===== src/rtl/instruction_fetch_if.sv =====
// Fetch-stage bus bundle: instruction-memory read handshake plus the
// decode-facing instruction queue head.
interface instruction_fetch_if;
  logic        mem_req;
  logic [31:0] mem_addr;
  logic        mem_ack;
  logic [31:0] mem_rdata;
  logic        instr_valid;
  logic        instr_ready;
  logic [31:0] instr;
  logic [31:0] instr_pc;
  logic        instr_fault;

  modport master (
    output mem_req, mem_addr, instr_valid, instr, instr_pc, instr_fault,
    input  mem_ack, mem_rdata, instr_ready
  );

  modport slave (
    input  mem_req, mem_addr, instr_valid, instr, instr_pc, instr_fault,
    output mem_ack, mem_rdata, instr_ready
  );
endinterface


===== src/rtl/instruction_fetch.sv =====
// Fetch stage: single-outstanding instruction-memory reads queued with their
// PC in a small FIFO for decode; redirect flushes the queue and drops fetches.
module instruction_fetch #(
  parameter int unsigned DEPTH = 4,
  parameter logic [31:0] NOP   = 32'h0000_0013
) (
  input  logic                clock,
  input  logic                reset,
  input  logic [31:0]         pcin,
  input  logic                redirect,
  output logic                advance,
  instruction_fetch_if.master fetch
);

  localparam int unsigned PW = $clog2(DEPTH);
  localparam int unsigned CW = PW + 1;

  if (DEPTH < 2 || DEPTH > 16 || (DEPTH & (DEPTH - 1)) != 0) begin : g_depth_check
    $error("instruction_fetch: DEPTH must be a power of two in 2..16");
  end

  typedef enum logic [1:0] {IDLE, REQ, DROP, FAULT} state_t;

  typedef struct packed {
    logic [31:0] instr;
    logic [31:0] pc;
    logic        fault;
  } entry_t;

  state_t          state, state_nx;
  logic [CW-1:0]   count, count_nx;
  logic [PW-1:0]   wr_ptr, rd_ptr;
  entry_t          store [DEPTH];

  logic            space_c;
  logic            launch_c;
  logic            push_c;
  logic            pop_c;
  entry_t          push_data_c;

  assign space_c = (count < CW'(DEPTH));
  assign pop_c   = fetch.instr_valid && fetch.instr_ready;

  // Next-state, push decision and PC-step request
  always_comb begin
    state_nx    = state;
    launch_c    = 1'b0;
    push_c      = 1'b0;
    push_data_c = '0;
    advance     = 1'b0;
    case (state)
      IDLE: begin
        if (!redirect && space_c) begin
          if (pcin[1:0] == 2'b00) begin
            launch_c = 1'b1;
            state_nx = REQ;
          end else begin
            push_c      = 1'b1;
            push_data_c = '{instr: NOP, pc: pcin, fault: 1'b1};
            state_nx    = FAULT;
          end
        end
      end
      REQ: begin
        if (fetch.mem_ack) begin
          if (!redirect) begin
            push_c      = 1'b1;
            push_data_c = '{instr: fetch.mem_rdata, pc: fetch.mem_addr, fault: 1'b0};
            advance     = 1'b1;
          end
          state_nx = IDLE;
        end else if (redirect) begin
          state_nx = DROP;
        end
      end
      DROP: begin
        if (fetch.mem_ack) state_nx = IDLE;
      end
      FAULT: begin
        if (redirect) state_nx = IDLE;
      end
    endcase
  end

  // State and memory request registers; address held through REQ and DROP
  always_ff @(posedge clock or posedge reset) begin
    if (reset) begin
      state          <= IDLE;
      fetch.mem_req  <= 1'b0;
      fetch.mem_addr <= '0;
    end else begin
      state         <= state_nx;
      fetch.mem_req <= (state_nx == REQ) || (state_nx == DROP);
      if (launch_c) fetch.mem_addr <= pcin;
    end
  end

  // Occupancy: flush wins over push/pop; push+pop together leaves count as is
  always_comb begin
    count_nx = count;
    if (redirect) begin
      count_nx = '0;
    end else if (push_c && !pop_c) begin
      count_nx = count + CW'(1);
    end else if (!push_c && pop_c) begin
      count_nx = count - CW'(1);
    end
  end

  always_ff @(posedge clock or posedge reset) begin
    if (reset) begin
      count             <= '0;
      wr_ptr            <= '0;
      rd_ptr            <= '0;
      fetch.instr_valid <= 1'b0;
      for (int unsigned i = 0; i < DEPTH; i++) store[i] <= '0;
    end else begin
      count             <= count_nx;
      fetch.instr_valid <= (count_nx != '0);
      if (redirect) begin
        wr_ptr <= '0;
        rd_ptr <= '0;
      end else begin
        if (push_c) begin
          store[wr_ptr] <= push_data_c;
          wr_ptr        <= wr_ptr + PW'(1);
        end
        if (pop_c) rd_ptr <= rd_ptr + PW'(1);
      end
    end
  end

  assign fetch.instr       = store[rd_ptr].instr;
  assign fetch.instr_pc    = store[rd_ptr].pc;
  assign fetch.instr_fault = store[rd_ptr].fault;

endmodule

===== src/flat_wrapper.sv =====
// flat-port wrapper written by rule: the top's interface ports become plain ports
module instruction_fetch_flat 
#(
  parameter int unsigned DEPTH = 4,
  parameter logic [31:0] NOP   = 32'h0000_0013
)
  (clock, reset, pcin, redirect, advance, fetch_mem_req, fetch_mem_addr, fetch_instr_valid, fetch_instr, fetch_instr_pc, fetch_instr_fault, fetch_mem_ack, fetch_mem_rdata, fetch_instr_ready);
  instruction_fetch_if fetch_i ();
  input  logic clock;
  input  logic reset;
  input  logic [31:0] pcin;
  input  logic redirect;
  output logic advance;
  output wire logic [$bits(fetch_i.mem_req)-1:0] fetch_mem_req;
  output wire logic [$bits(fetch_i.mem_addr)-1:0] fetch_mem_addr;
  output wire logic [$bits(fetch_i.instr_valid)-1:0] fetch_instr_valid;
  output wire logic [$bits(fetch_i.instr)-1:0] fetch_instr;
  output wire logic [$bits(fetch_i.instr_pc)-1:0] fetch_instr_pc;
  output wire logic [$bits(fetch_i.instr_fault)-1:0] fetch_instr_fault;
  input wire logic [$bits(fetch_i.mem_ack)-1:0] fetch_mem_ack;
  input wire logic [$bits(fetch_i.mem_rdata)-1:0] fetch_mem_rdata;
  input wire logic [$bits(fetch_i.instr_ready)-1:0] fetch_instr_ready;
  assign fetch_mem_req = fetch_i.mem_req;
  assign fetch_mem_addr = fetch_i.mem_addr;
  assign fetch_instr_valid = fetch_i.instr_valid;
  assign fetch_instr = fetch_i.instr;
  assign fetch_instr_pc = fetch_i.instr_pc;
  assign fetch_instr_fault = fetch_i.instr_fault;
  assign fetch_i.mem_ack = fetch_mem_ack;
  assign fetch_i.mem_rdata = fetch_mem_rdata;
  assign fetch_i.instr_ready = fetch_instr_ready;
  instruction_fetch #(.DEPTH(DEPTH), .NOP(NOP)) u_core (.clock(clock), .reset(reset), .pcin(pcin), .redirect(redirect), .advance(advance), .fetch(fetch_i));
endmodule

===== config.mk =====
export PLATFORM = sky130hd
export DESIGN_NAME = instruction_fetch_flat
export DESIGN_NICKNAME = d
export VERILOG_FILES = /design/src/rtl/instruction_fetch_if.sv /design/src/rtl/instruction_fetch.sv /design/src/flat_wrapper.sv
export SDC_FILE = /design/constraint.sdc
export NUM_CORES = 1
export LEC_CHECK = 0
export CAP_MARGIN = 10
export CORE_MARGIN = 2
export CORE_UTILIZATION = 50
export DETAILED_ROUTE_END_ITERATION = 12
export PLACE_DENSITY = 0.81
export SLEW_MARGIN = 20
export SYNTH_ARGS = -nofsm -noshare
export SYNTH_HDL_FRONTEND = slang
export SYNTH_SLANG_ARGS = --single-unit

===== constraint.sdc =====
create_clock -name clock -period 10.5 [get_ports clock]
set_input_delay 1.575 -clock clock [delete_from_list [all_inputs] [get_ports clock]]
set_output_delay 1.575 -clock clock [all_outputs]
set_load 0.005 [all_outputs]

-- After elaboration in Yosys (flattened, before gate mapping)
Cells that the tools add are included.
- register bits: 303
- input bits: 69
- output and inout port bits: 100
- word-level logic and storage cells: 84
- add/subtract/negate cells: 4
- $lt $le $gt $ge: 4
- eq/ne operators: 5
- mux-type cells: 34
- bitwise gates (word level): 3
- reduce and logical (&&, ||, !) cells: 15
- operators by type and width (operator ; number):
    $mux 65 ; 6
    $bwmux 260 ; 1
    $bmux 65 s2 ; 1
    $demux 65 s2 ; 1
    $pmux 65 s2 ; 1
    $mux 38 ; 1
    $mux 2 ; 10
    $mux 3 ; 3
    $mux 1 ; 8
    $pmux 2 s4 ; 1
    $eq 2x2->1 const B ; 3
    $ge 3x3->1 const B ; 2
    $not 2->3 ; 2
    $logic_and 1x1->1 ; 5
    $add 2x1->2 const B ; 2
    $eq 2x1->1 const B ; 2
    $logic_not 2->1 ; 2
    $reduce_bool 2->1 ; 2
    $add 3x1->3 const B ; 1
    $logic_not 1->1 ; 3
    $lt 3x1->1 const B ; 1
    $lt 3x3->1 const B ; 1
    $reduce_bool 3->1 ; 1
    $sub 3x1->3 const B ; 1
    4 further kinds ; 4

-- Longest topological paths before layout
Gate-level depths: netlist of the first run.
- word-level depth: 10
- mapped depth: 10

-- Least setup slack after synthesis of the first run
OpenSTA, ideal clock, no wires.
- path type: input port to output port
- start point: in fetch_mem_ack
- end point: out advance
- arrival time: 2.586 ns
- slack: 6.339 ns
- cell stages on the path: 6
- cell sequence: nand2b_1 or3b_4 inv_2 buf_2 buf_4 buf_4
- longest elaborated chain between the ends: 2
- RTL lines (item ; RTL line ; text):
    start, declared ; flat_wrapper.sv:20 ; input wire logic [$bits(fetch_i.mem_ack)-1:0] fetch_mem_ack;
    $mux 1 ; instruction_fetch.sv:65 ; if (fetch.mem_ack) begin
    $mux 1 ; instruction_fetch.sv:51 ; case (state)
    end, declared ; flat_wrapper.sv:13 ; output logic advance;
Every way passes these cells.

-- Worst setup path in the final report of the first run
- start point: in redirect
- end point: out advance
- longest elaborated chain between the ends: 3
- RTL lines (item ; RTL line ; text):
    start, declared ; flat_wrapper.sv:12 ; input logic redirect;
    $mux 1 ; instruction_fetch.sv:66 ; if (!redirect) begin
    $mux 1 ; instruction_fetch.sv:65 ;
    $mux 1 ; instruction_fetch.sv:51 ;
Every way passes these cells.

==> metrics, run 1 <==
outcome finished clean; fraction of layout cells with a size suffix above 1 14.7%; DP Wirelength between 15 and 20 mm; RSZ-0062 raised after global routing false; Buffers on Ports between 150 and 200; Leakage slightly below 0.007 uW; worst r2r src u_core.state[1]; overall power 4380 uW; min Tclk post-route ~5900 ps; CTS max path bufs 3; main combinational cell family by area after synthesis compound AO/OA/AOI/OAI gates; Post-DP Area approximately 0.015 mm2; XOR/XNOR Fraction of Synth Area less than 1%; CTS sink cnt slightly above 300; utilization after layout between 60% and 70%; routability cong. about 0.76; WP data arrival between 4000 and 5000 ps; antenna violations before repair 0; die width roughly 160 um; drt wl/cell roughly 21 um; Startpoint Class input port; compound-cell area share of the yosys netlist 16.9%; post-synthesis area per instance around 13 um2; final setup vio count 0; commonest non-fill, non-tap cell in the layout dfrtp_1; final hold violation count 0; R2R Setup Slk 6460 ps; synth warn 0; min-delay src u_core.store[188]; CTS tree done; Fmax 171 MHz; post-CTS sizing 0; # diodes 0; Worst Max-Slew Pin Slew ~1100 ps; final instance area about 0.016 mm2; I/O pin cnt around 170; vias in the first global route between 9k and 10k; cells after synthesis 1013; final net count approximately 1.2k; TNS Setup 0 ps; total number of placement rows 58; hold_buf cts 0; Syn-to-layout area delta 22.7%; kind of critical path input port to output port; Yosys cell types 38; Peak VDD IR slightly below 0.2 mV; Seq cells post-synth roughly 300; post-route DRC violation count 0; largest net degree at the start of global routing between 150 and 200; HP Class flip-flop to flip-flop; starting density of the core about half; Tcrit/Tclk final 55.7%; Post-Syn Area between 0.01 and 0.015 mm2; All-Layer GR Usage 23.6%; Die Span Y 165 um; clk_lat worst skew 550 ps; Die ar. ~0.027 mm2; Slew HR between 20% and 30%; via count roughly 8.9k; core area 0.0253 mm2; antenna-violating nets left 0; Filler Cells Inserted between 1.5k and 2k; CTS buffer count 31; Max-cap violations 0; Seq/Total Area, Yosys between 50% and 60%; mux cell area share after synthesis about 14%; Post-CTS Setup Inserts 0; required time of the critical path ~8900 ps; CTS root buffer clkbuf_16; crit path max fanout 50; Post-Syn Nets between 1k and 1.5k; clk_skew ~8.1 ps; Power Dens Cells between 200 and 300 mW/mm2; Remaining Overflow, GRT 0; clk slew on worst S/H paths 60 ps; First DRT Iteration DRCs 732; Slew Viols, Final 0; Pre-antenna DRT Iters 4; first-pass GRT wire length roughly 50 mm; final wirelength 31.0 mm; Worst Hold Slack approximately 480 ps; Setup crit end kind output port; Synth Area in Simple Gates a little over 6%; Synth Area in Adders less than 1%; CP startpoint redirect; vias per inst roughly 6; commonest cells after routing, fill and taps aside 301 x dfrtp_1, 168 x clkdlybuf4s50_1, 164 x nand2_1; H-tree levels 1
[cell type report]
cell class	instances	area (um2)	share of cell area, %
clock inverter	15	246	1.55
multi-input combinational	616	4910	30.9
clock buffer	42	897	5.66
timing repair buffer	176	1770	11.2
sequential	303	7590	47.9
inverter	6	30.0	0.189
tap	330	413	2.60
[cells by family (layout without fill, tap and decap cells)]
logic type,after synthesis,after routing
buffers and inverters,94,239
multiplexers,95,95
AND/OR/NAND/NOR,194,194
flip-flops,303,303
AO/OA/AOI/OAI,316,316
XOR/XNOR,5,5
adder cells (fa/ha/maj),6,6
[worst paths after layout]
kind | end | depth (start not counted)
min reg2reg | u_core.store[188] | 2
max in group asynchronous | u_core.rd_ptr[0] | 3
max | advance | 5
min in group asynchronous | u_core.store[257] | 2
min | u_core.store[188] | 2
max reg2reg | u_core.store[202] | 7
[metrics by stage]
| stage | std cells | setup slack (ps) |
|---|---|---|
| after floorplan | 1013 | 551 |
| after global placement | 1430 | 4710 |
| after detailed placement | 1430 | 4670 |
| after CTS | 1487 | 4670 |
| after global routing | 1488 | 4540 |
| final | 1488 | 4650 |
[cells in the mapped netlist]
cell / n / area, um2
o2bb2ai_1: 1 / 8.76
o22ai_1: 1 / 6.26
nor2b_1: 2 / 12.5
buf_6: 7 / 78.8
ha_1: 6 / 75.1
a22oi_1: 3 / 22.5
and2_1: 4 / 25.0
or3_1: 1 / 6.26
a21o_1: 1 / 7.51
nand2_1: 164 / 616
a211oi_1: 1 / 7.51
nor3_1: 1 / 5.00
xnor2_1: 4 / 35.0
or3b_4: 1 / 11.3
or2_2: 1 / 6.26
nor4_2: 1 / 12.5
o21ai_1: 129 / 646
o21ai_0: 3 / 15.0
nand2b_1: 2 / 12.5
a21oi_1: 22 / 110
and2_0: 1 / 6.26
a32o_1: 1 / 10.0
buf_1: 6 / 22.5
buf_2: 30 / 150
mux2_2: 30 / 338
a22o_1: 150 / 1310
nor2_1: 12 / 45.0
buf_4: 4 / 30.0
xor2_1: 1 / 8.76
nand2_2: 4 / 25.0
inv_1: 5 / 18.8
a31oi_1: 1 / 6.26
inv_2: 1 / 3.75
clkbuf_1: 41 / 154
mux4_2: 65 / 1460
o22a_1: 2 / 17.5
o31ai_1: 1 / 7.51
dfrtp_1: 303 / 7580
[layer usage]
metal	track usage (%)	up-vias	routed length, um
met5	0	-	0
met3	3.77	52	1880
li1	-	3980	-
met2	39.1	335	15300
met4	6.40	0	680
met1	32.8	4553	13200
[where the power goes]
| part | leakage [uW] | internal (uW) | switching (uW) |
|---|---|---|---|
| registers | 0.00399 | 1530 | 239 |
| logic | 0.00221 | 766 | 642 |
| clock network | 0.000549 | 746 | 458 |
| total | 0.00675 | 3040 | 1340 |
[worst max-delay path: stages]
cell and delay [ps]:
clkdlybuf4s50_1 650, or3b_4 510, inv_2 290, buf_4 590, clkdlybuf4s50_1 630
[state kept, by name, indices dropped and copies added (netlist names)]
signal,cells
u_core.fetch.mem_addr,32
u_core.store,260
u_core.fetch.mem_req,1
u_core.wr_ptr,2
u_core.count,3
u_core.fetch.instr_valid,1
u_core.rd_ptr,2
u_core.state,2
Power figures use the tool's default switching activity.
==> run 2: changes to the inputs <==
- CORE_UTILIZATION: 50 -> 55
- PLACE_DENSITY: 0.81 -> 0.85
- clock period: 10.5 -> 5.5 ns (I/O delays scaled with it)
==> metrics, run 2 (synthesis results as in run 1) <==
Peak VDD IR 0.355 mV (was 0.192 mV); clk_skew 15.7 ps (was 8.14 ps); CTS root buffer clkbuf_16 (unchanged); Buffers on Ports 168 (unchanged); antenna violations before repair 0 (unchanged); met2 Use GR 43.7% (was 39.1%); biggest regs u_core.store x260, u_core.fetch.mem_addr x32, u_core.count x3 (unchanged); Startpoint Class flip-flop (was input port); clk_lat worst skew 550 ps (about the same); CTS max path bufs 3 (unchanged); final net count 1215 (was 1209); vias in the first global route 9469 (was 9302); Syn-to-layout area delta 21.1% (was 22.7%); final instance area 0.0157 mm2 (was 0.0159 mm2); final wirelength 32.0 mm (was 31.0 mm); # diodes 0 (unchanged); Pre-antenna DRT Iters 5 (was 4); first-pass GRT wire length 51.6 mm (was 50.2 mm); antenna-violating nets left 0 (unchanged); routability cong. 0.789 (was 0.762); Power Dens Cells 515 mW/mm2 (was 276 mW/mm2); min Tclk post-route between 3000 and 4000 ps; fraction of layout cells with a size suffix above 1 14.0% (was 14.7%); total number of placement rows 56 (was 58); CTS sink cnt 303 (unchanged); I/O pin cnt 169 (unchanged); CTS tree done (unchanged); All-Layer GR Usage 26.6% (was 23.6%); commonest non-fill, non-tap cell in the layout dfrtp_1 (unchanged); die width 157 um (was 165 um); Die Span Y 157 um (was 165 um); largest reg by FF count u_core.store (unchanged); Tcrit/Tclk final 69.3%; via count 9062 (was 8920); Slew HR 25.2% (was 26.6%); vias per inst 6.14 (was 5.99); pre-CTS setup slack 1470 ps (was 4670 ps); Leakage 0.00667 uW (was 0.00675 uW); kind of critical path flip-flop to output port (was input port to output port); commonest cells after routing, fill and taps aside 301 x dfrtp_1, 168 x clkdlybuf4s50_1, 164 x nand2_1 (unchanged); crit path max fanout 30 (was 50); Post-CTS Setup Inserts 0 (unchanged); outcome finished clean (unchanged); utilization after layout 67.3% (was 62.8%); final hold violation count 0 (unchanged); largest net degree at the start of global routing 95 (was 164); clk slew on worst S/H paths 60 ps (about the same); GRT met3 Usage 3.88% (was 3.77%); Max-cap violations 0 (unchanged); H-tree levels 1 (unchanged); final setup vio count 0 (unchanged); First DRT Iteration DRCs 766 (was 732); Setup crit end kind output port (unchanged); Die ar. 0.0247 mm2 (was 0.0271 mm2); WP data arrival 2990 ps (was 4280 ps); core area 0.0233 mm2 (was 0.0253 mm2); post-CTS sizing 0 (unchanged); met1 Use GR 37.7% (was 32.8%); CTS buffer count 31 (unchanged); most crowded layer after global routing met2 (unchanged); overall power 8060 uW (was 4380 uW); Fmax around 260 MHz; DP Wirelength 18.6 mm (was 18.1 mm); Final WS setup 1690 ps (was 4650 ps); Slew Viols, Final 0 (unchanged); Remaining Overflow, GRT 0 (unchanged); required time of the critical path 4680 ps (was 8930 ps); starting density of the core 55.6% (was 51.2%); max FFs per register 260 (unchanged); Post-DP Area 0.0147 mm2 (about the same); TNS Setup 0 ps (unchanged); hold_buf cts 0 (unchanged); drt wl/cell 21.6 um (was 20.8 um); HP Class flip-flop to flip-flop (unchanged); Worst Max-Slew Pin Slew 1120 ps (was 1100 ps); RSZ-0062 raised after global routing false (unchanged); post-route DRC violation count 0 (unchanged)
[run 2: final cells by class]
cell class,count,area (um2)
Fill cell,1644,7610
Clock inverter,2,12.5
Clock buffer,49,923
Timing Repair Buffer,182,1800
Tap cell,319,399
Multi-Input combinational cell,616,4900
Inverter,6,26.3
Sequential cell,303,7590
[run 2: per-stage QoR]
stage                     cells  hold slack [ps]
after floorplan            1013              450
after global placement     1426              462
after detailed placement   1426              472
after CTS                  1477              485
after global routing       1477              507
final                      1477              483
[run 2: power by group]
part           switching (uW)  internal [uW]  leakage [uW]  total [uW]
Sequential                503           2920       0.00399        3430
Combinational            1210           1460       0.00223        2680
Clock                     826           1130      0.000455        1960
Total                    2540           5520       0.00667        8060
[run 2: worst max-delay path: stages, from the launching register on]
cell and delay [ps]:
dfrtp_4 830, buf_4 480, mux4_2 620, clkdlybuf4s50_1 480
[run 2: layer usage]
layer	routed length [um]	vias up	share of wire [%]
li1	-	3986	-
met1	13400	4638	42
met4	653	0	2.0
met3	1970	54	6.1
met2	16000	384	50
met5	0	-	0
[run 2: path summary, 6_finish.rpt]
path                                   start                end  slack, ps  cells past startpoint
max reg2reg                  u_core.state[1]  u_core.store[100]       2370                      7
max                         u_core.rd_ptr[1]  fetch_instr_pc[9]       1690                      3
max in group asynchronous              reset   u_core.rd_ptr[1]       3590                      3
min                        u_core.store[179]  u_core.store[179]        480                      2
min in group asynchronous              reset  u_core.store[113]        660                      2
min reg2reg                u_core.store[179]  u_core.store[179]        480                      2
